===== src/rtl/bin2bcd_display.sv =====
// Sequential binary-to-BCD converter (shift-and-add-3), one bit per cycle, BIN_WIDTH cycles per result.
// Results stay held between conversions; a start request is only taken while idle.
module bin2bcd_display #(
  parameter int BIN_WIDTH = 27,
  parameter int DIGITS    = 8
) (
  input  logic                  clk,
  input  logic                  rst,
  input  logic                  start,
  input  logic [BIN_WIDTH-1:0]  bin_in,
  output logic                  busy,
  output logic                  done,
  output logic [4*DIGITS-1:0]   bcd_out,
  output logic                  overflow
);

  localparam int BW = 4 * DIGITS;
  localparam int CW = $clog2(BIN_WIDTH + 1);

  typedef enum logic {IDLE, SHIFT} state_t;

  state_t               state;
  logic [BIN_WIDTH-1:0] shift_reg;
  logic [BW-1:0]        work;
  logic                 ovf_sticky;
  logic [CW-1:0]        cnt;

  logic [BW-1:0]        adjusted;
  logic [BW-1:0]        work_next;
  logic                 shift_out;
  logic                 ovf_next;

  // Add-3 is done per nibble so no carry crosses a digit boundary.
  always_comb begin
    adjusted = work;
    for (int d = 0; d < DIGITS; d++) begin
      if (work[4*d +: 4] >= 4'd5)
        adjusted[4*d +: 4] = work[4*d +: 4] + 4'd3;
    end
  end

  assign work_next = {adjusted[BW-2:0], shift_reg[BIN_WIDTH-1]};
  assign shift_out = adjusted[BW-1];
  assign ovf_next  = ovf_sticky | shift_out;

  always_ff @(posedge clk) begin
    if (rst) begin
      state      <= IDLE;
      shift_reg  <= '0;
      work       <= '0;
      ovf_sticky <= 1'b0;
      cnt        <= '0;
      busy       <= 1'b0;
      done       <= 1'b0;
      bcd_out    <= '0;
      overflow   <= 1'b0;
    end else begin
      done <= 1'b0;
      case (state)
        IDLE: begin
          if (start) begin
            shift_reg  <= bin_in;
            work       <= '0;
            ovf_sticky <= 1'b0;
            cnt        <= CW'(BIN_WIDTH);
            busy       <= 1'b1;
            state      <= SHIFT;
          end
        end
        SHIFT: begin
          shift_reg  <= {shift_reg[BIN_WIDTH-2:0], 1'b0};
          work       <= work_next;
          ovf_sticky <= ovf_next;
          cnt        <= cnt - 1'b1;
          if (cnt == CW'(1)) begin
            bcd_out  <= ovf_next ? {BW{1'b1}} : work_next;
            overflow <= ovf_next;
            done     <= 1'b1;
            busy     <= 1'b0;
            state    <= IDLE;
          end
        end
        default: state <= IDLE;
      endcase
    end
  end

endmodule

===== config.mk =====
export PLATFORM = sky130hd
export DESIGN_NAME = bin2bcd_display
export DESIGN_NICKNAME = d
export VERILOG_FILES = /design/src/rtl/bin2bcd_display.sv
export SDC_FILE = /design/constraint.sdc
export NUM_CORES = 1
export LEC_CHECK = 0
export BUFFER_PORTS_ARGS = -buffer_cell sky130_fd_sc_hd__buf_2
export CAP_MARGIN = 20
export CORE_MARGIN = 4
export CORE_UTILIZATION = 45
export DETAILED_ROUTE_END_ITERATION = 10
export PLACE_DENSITY = 0.69
export SLEW_MARGIN = 40
export SYNTH_ARGS = -nofsm -noshare
export SYNTH_HDL_FRONTEND = slang
export SYNTH_SLANG_ARGS = --single-unit

===== constraint.sdc =====
create_clock -name clk -period 2.5 [get_ports clk]
set_clock_uncertainty 0.1 [all_clocks]
set_input_delay 0.75 -clock clk [delete_from_list [all_inputs] [get_ports clk]]
set_output_delay 0.75 -clock clk [all_outputs]
set_load 0.05 [all_outputs]

# --- Word-level counts from Yosys, hierarchy flattened ---
# Index checks and enable logic that the tools add are counted.
op_classes:
  bitwise: 2
  n_lt_le_gt_ge: 8
  muxes: 24
  addsub: 9
  n_eq_ne: 3
  reduce_logical: 3
op_table:
  columns: ["cell", "count"]
  rows:
  - ["$mux W32", 2]
  - ["$pmux W32 S2", 1]
  - ["$pmux W27 S2", 1]
  - ["$add A4 B2 Y4 const B", 8]
  - ["$ge A4 B3 Y1 const B", 8]
  - ["$mux W4", 8]
  - ["$mux W27", 1]
  - ["$pmux W5 S2", 1]
  - ["$mux W1", 6]
  - ["$pmux W1 S2", 3]
  - ["$eq A5 B1 Y1 const B", 1]
  - ["$mux W5", 1]
  - ["$sub A5 B1 Y5 const B", 1]
  - ["$reduce_and A2 Y1", 2]
  - ["$ne A2 B1 Y1 const B", 1]
  - ["$ne A2 B2 Y1 const B", 1]
  - ["$reduce_or A2 Y1", 1]
  - ["$not A1 Y1", 1]
  - ["$or A1 B1 Y1", 1]
totals:
  elab_cells: 58
  output_inout_bits: 35
  register_bits: 101
  inputBits: 30

# --- Longest topological paths before layout ---
depth:
  depth_word: 4
  mapped_depth: 8
  mapped_depth_nobuf: 7

# --- Worst setup path before layout ---
# OpenSTA, ideal clock, no wires.
synth_timing:
  kind: "in2reg"
  from: "input start"
  to: "register shift_reg[21]"
  path_stages: 6
  setup_slack_ns: 0.520
  setup_ns: 0.128
  arrival_ns: 1.752
  cell_sequence: "clkbuf_1 buf_1 mux2i_1 nor2_1 a21oi_1 nor2_1"
synth_between:
  elab_chain_len: 1
synth_rtl:
  columns: ["item", "line_no", "rtl"]
  rows:
  - ["start: declaration", "9", "input logic start,"]
  - ["$ne A2 B2 Y1 (no line)", null, null]
  - ["end signal: assignment", "62", "shift_reg <= bin_in;"]
  - ["end signal: assignment", "71", "shift_reg <= {shift_reg[BIN_WIDTH-2:0], 1'b0};"]
  - ["end: declaration", "23", "logic [BIN_WIDTH-1:0] shift_reg;"]
# Every way passes these cells.
# A chain may end at the register's enable or synchronous reset.

# --- Worst setup path in the final report ---
layout_timing:
  from: "register work[29]"
  to: "register bcd_out[28]"
layout_between:
  elab_chain_len: 4
layout_rtl:
  columns: ["item", "line_no", "rtl"]
  rows:
  - ["start: declaration", "24", "logic [BW-1:0] work;"]
  - ["start signal: assignment", "72", "work <= work_next;"]
  - ["$add A4 B2 Y4 / $ge A4 B3 Y1 (equally long branches)", "38, 37", null]
  - ["$mux W4 *", "37", "if (work[4*d +: 4] >= 4'd5)"]
  - ["$or A1 B1 Y1 *", "44", "assign ovf_next = ovf_sticky | shift_out;"]
  - ["$mux W32 *", "76", "bcd_out <= ovf_next ? {BW{1'b1}} : work_next;"]
  - ["end signal: assignment", "76", null]
  - ["end: declaration", "13", "output logic [4*DIGITS-1:0] bcd_out,"]
# Mark *: on every way between the ends. The rest lies on a longest branch, timed or not.

==> results <==
- The worst path meets setup with 459 ps of slack.
- The flow ran to the end, and the final reports show no timing, DRC or antenna violations.
- The post-detailed-placement half-perimeter wirelength is 6.70 mm.
- The count of non-filler cells in the finished layout is ~770.
- The die covers 12,100 µm².
- Cells with a size suffix above 1 make up between 10% and 20% of the layout.
- In this run the worst setup path terminates at bcd_out[28].
- The commonest cells after synthesis are 101 x sky130_fd_sc_hd__dfxtp_1, 85 x sky130_fd_sc_hd__nor2_1, 76 x sky130_fd_sc_hd__a21oi_1.
- The average cell area after synthesis is 8.14 µm².
- The largest net degree at the start of global routing is 110.
- The last weighted congestion value of the routability-driven placer is 0.824.
- The number of nets handed over by synthesis was 623.
- For the pin with the worst max-slew slack, the measured transition is ~540 ps.
- The cell-internal power is 2340 µW.
- The antenna diode count is 0.
- The switching share of power is 24.2%.
- The power density over cell area is 567 nW/µm².
- The routed length per instance is 12.4 µm.
- Clock tree synthesis selected as its root buffer the cell sky130_fd_sc_hd__clkbuf_8.
- The synthesized design contains just over 100 register bits.
- Dividing the detail-routed via count by the number of cells gives approximately 5.
- The CTS tree is done.
- The cell with the biggest individual delay on the critical path is sky130_fd_sc_hd__a211oi_1.
- In this run the cell area measured after placement is 5200 µm².
- The sequential power share is 54.5%.
- The number of setup violations in the final report is 0.
- The synthesized netlist devotes 15.2% of its cell area to compound gates.
- After detailed placement, the design holds a cell count of 750.
- The launch point of the worst reg-to-reg path is work[29].
- Pin placement for this block handled 65 I/O pins.
- The data arrival time of the critical path is roughly 2200 ps.
- The largest stage delay on the critical path is 420 ps.
- The portion of synthesized area spent on multiplexers is 7.73%.
- The setup slack of the worst register-to-register path is between 400 and 500 ps.
- Across all hold checks on the routed design, the worst slack comes to approximately 330 ps.
- The max-slew violation count is 0.
- Synthesis handed over a netlist of ~580 instances.
- The required time at the worst-slack endpoint is between 2000 and 3000 ps.
- The tool flagged a number of max-cap violations equal to 0.
- STA classifies the critical path startpoint as a register.
- The via count of the first global-routing pass is 3,693.
- By area the synthesized netlist is led by sky130_fd_sc_hd__dfxtp_1 43%, sky130_fd_sc_hd__a21oi_1 8.1%, sky130_fd_sc_hd__mux2i_1 7.5%.
- In this run the number of H-tree levels came out at 3.
- After clock tree synthesis, the repair step resized 0 gates.
- The register area is 2030 µm².
- The depth of the critical timing path with buffers and inverters included is 8.
- The maximum net fanout on the critical path is 5.
- The path class of the lowest-slack min-delay path is register to register.
- The final setup TNS is 0 ps.
- Across the VDD grid, the largest voltage drop is 0.329 mV.
- The first routing iteration left 139 violations.
- The shortest clock period the worst path allows after layout is between 2000 and 2500 ps.
- The flip-flop cell with the highest count after synthesis is sky130_fd_sc_hd__dfxtp_1.
- The final-layout fill cell count is ~950.
- The share of total power dissipated in combinational logic is 8.6%.
- The TritonCTS sink count is 101.
- The area growth from synthesis to final layout is 16.2%.
- Measured along the x axis, the die boundary spans 110 µm.
- The initial antenna violation count is 0.
- With fillers left out, the area of the finished cells amounts to 5430 µm².
- The pre-antenna-repair detailed-routing pass consisted of 4 iterations.
- The total routed wirelength is 9.51 mm.
- The post-synthesis cell area is 4680 µm².
- By area, the combinational part of the netlist is dominated by simple AND/OR/NAND/NOR gates.
- The number of buffer cells added on primary ports is 64.
- Setup repair after global routing left no endpoint under its margin.
- After clock tree synthesis, the clock-pin slew on the worst setup and hold paths is 100 ps.
- No sink is reached through more buffers than the 2 on the longest clock path.
- The net switching power figure is 747 µW.
- The fraction of the mapped netlist area in simple logic gates is 23.0%.
- The number of core rows is 36.
- The relative slew slack is between 60% and 70%.
- The synthesized netlist devotes 1.50% of its cell area to XOR and XNOR gates.
- The post-placement worst setup slack is 393 ps.
- The final route contains 3,896 vias.
- The footprint of the multi-input gates is 2450 µm².
- Yosys instantiated no cell more often than sky130_fd_sc_hd__dfxtp_1.
- The endpoint of the most critical register-to-register path is bcd_out[28].
- The count of warnings emitted by yosys is 0.
- The count of hold-fix buffers inserted at cts is 0.
- By startpoint and endpoint, the worst setup path is classified as register to register.
- The number of enable-type register cells in the synthesized netlist is 0.
- The starting density of the core is 47.0%.
- The total overflow reported by the global router is 0.
- The kind of cell with the highest combined delay on the critical path is compound AO/OA/AOI/OAI gates.
- The startpoint of the worst setup timing path is work[29].
- The largest area contributor in the netlist is sky130_fd_sc_hd__dfxtp_1.
- Post-CTS timing repair inserted 0 buffers for setup.
- The adder and majority cell fraction of the synthesized area is just under 5%.
- In the final design database the tool counted ~680 nets.
- The total DRC errors in the routed layout is 0.
- The region available for standard cell placement spans 9950 µm².
- The signal on the critical path passes through inv_1 -> ha_1 -> nand2b_1 -> nor3b_2 -> a211oi_1 -> buf_4 -> nand2_1 -> a22o_1.
- The depth of the most critical reg-to-reg path is 8.
- The number of different library cells used by synthesis comes to 31.
- The count of antenna-violating nets left after detailed routing is 0.
- The kind of end point of the critical path is a register.
- The fraction of registers with async set/reset is 0%.
- Per report_power, the clock group accounts for between 30 and 40% of the total.
- The first global-routing pass estimated 16.1 mm of wire.
- The chip height is 110 µm.
- Together, buffers and inverters on the worst path number 2.
- In the finished design, the share of the clock period the worst path needs comes to 81.6%.
- The later pin in the worst-skew pair is clocked with a latency of 360 ps.
- The register area share after synthesis is 43.2%.
- Global routing consumed, over all layers together, 16.6% of the routing resources.
- The area share of the largest cell type after synthesis is 43.2%.
- Derived from the worst setup path, the maximum achievable clock frequency is 0.490 GHz.
- The analysis attributes to cell leakage a power of around 0.0025 µW.
- The number of buffers created by CTS is 9.
- The number of hold violations in the final report is 0.
-- kinds of logic (layout without fill, tap and decap cells) --
family                     count (synthesis)  in the layout
and+or+nand+nor                          228            228
AOI/OAI and AO/OA                        129            129
DFF                                      101            101
buffers and inverters                     55            113
muxes                                     36             36
adders and majority gates                 18             18
xor gates and xnor gates                   8              8
-- final cells by class --
type,instances,share of cell area [%]
Sequential cell,101,37.3
Timing Repair Buffer,79,9.12
Clock inverter,4,0.967
Multi-Input combinational cell,419,45.1
Tap cell,133,3.06
Inverter,18,1.24
Clock buffer,12,3.25
-- power groups by stage --
stage / Clock, µW / Combinational, µW / Sequential [µW]
finish: 1140 / 266 / 1680
global route: 1240 / 300 / 1690
CTS: 1180 / 269 / 1680
detailed placement: 0 / 268 / 1720
global placement: 0 / 259 / 1720
floorplan: 0 / 187 / 1710
-- cell usage in the layout, fill, tap and decap left out --
cell / count
sky130_fd_sc_hd__mux2_2: 1
sky130_fd_sc_hd__a311oi_1: 1
sky130_fd_sc_hd__dfxtp_1: 100
sky130_fd_sc_hd__dfxtp_4: 1
sky130_fd_sc_hd__and2_1: 3
sky130_fd_sc_hd__nor2b_2: 1
sky130_fd_sc_hd__nor2_1: 84
sky130_fd_sc_hd__nand3b_1: 1
sky130_fd_sc_hd__buf_2: 64
sky130_fd_sc_hd__nand2b_1: 15
sky130_fd_sc_hd__nor2_2: 1
sky130_fd_sc_hd__xnor2_1: 8
sky130_fd_sc_hd__nor3b_1: 23
sky130_fd_sc_hd__a22o_1: 11
sky130_fd_sc_hd__a211oi_1: 4
sky130_fd_sc_hd__buf_4: 10
sky130_fd_sc_hd__o21ai_2: 1
sky130_fd_sc_hd__clkinv_2: 1
sky130_fd_sc_hd__clkinv_4: 2
sky130_fd_sc_hd__inv_1: 18
sky130_fd_sc_hd__a21o_1: 1
sky130_fd_sc_hd__nor2b_1: 4
sky130_fd_sc_hd__mux2i_1: 35
sky130_fd_sc_hd__or3_1: 10
sky130_fd_sc_hd__o21ai_0: 33
sky130_fd_sc_hd__nand3_1: 1
sky130_fd_sc_hd__clkbuf_16: 1
sky130_fd_sc_hd__nand4b_1: 1
sky130_fd_sc_hd__a21oi_1: 76
sky130_fd_sc_hd__nand2_1: 67
sky130_fd_sc_hd__bufinv_16: 1
sky130_fd_sc_hd__clkbuf_8: 11
sky130_fd_sc_hd__nor3_1: 13
sky130_fd_sc_hd__or3b_2: 3
sky130_fd_sc_hd__buf_12: 5
sky130_fd_sc_hd__nor3b_2: 1
sky130_fd_sc_hd__o21a_1: 1
sky130_fd_sc_hd__ha_1: 18
sky130_fd_sc_hd__a211o_1: 1
-- tightest hold or removal path, cell delays in order (launching register included) --
cell and delay, ps:
sky130_fd_sc_hd__dfxtp_1 320, sky130_fd_sc_hd__nand2_1 50, sky130_fd_sc_hd__nand2_1 40
-- layer usage --
layer / global-route usage, % / wire length [µm]
met5: 0 / 0
met4: 5.79 / 125
met3: 3.88 / 401
met2: 29.3 / 4590
met1: 19.6 / 4400
-- worst min-delay path by stage --
stage,cells past startpoint,start,slack [ps],endpoint
detailed placement,2,bcd_out[6],320,bcd_out[6]
CTS,2,bcd_out[17],340,bcd_out[17]
global route,2,bcd_out[26],350,bcd_out[26]
floorplan,1,cnt[3],350,cnt[3]
global placement,2,bcd_out[10],320,bcd_out[10]
finish,2,bcd_out[10],330,bcd_out[10]
-- through the flow --
step                total power (µW)  util (%)
detailed placement              1990      52.3
global placement                1980      52.3
global route                    3230      54.6
floorplan                       1900         -
CTS                             3130      54.6
finish                          3080      54.6
Power figures use the tool's default switching activity.
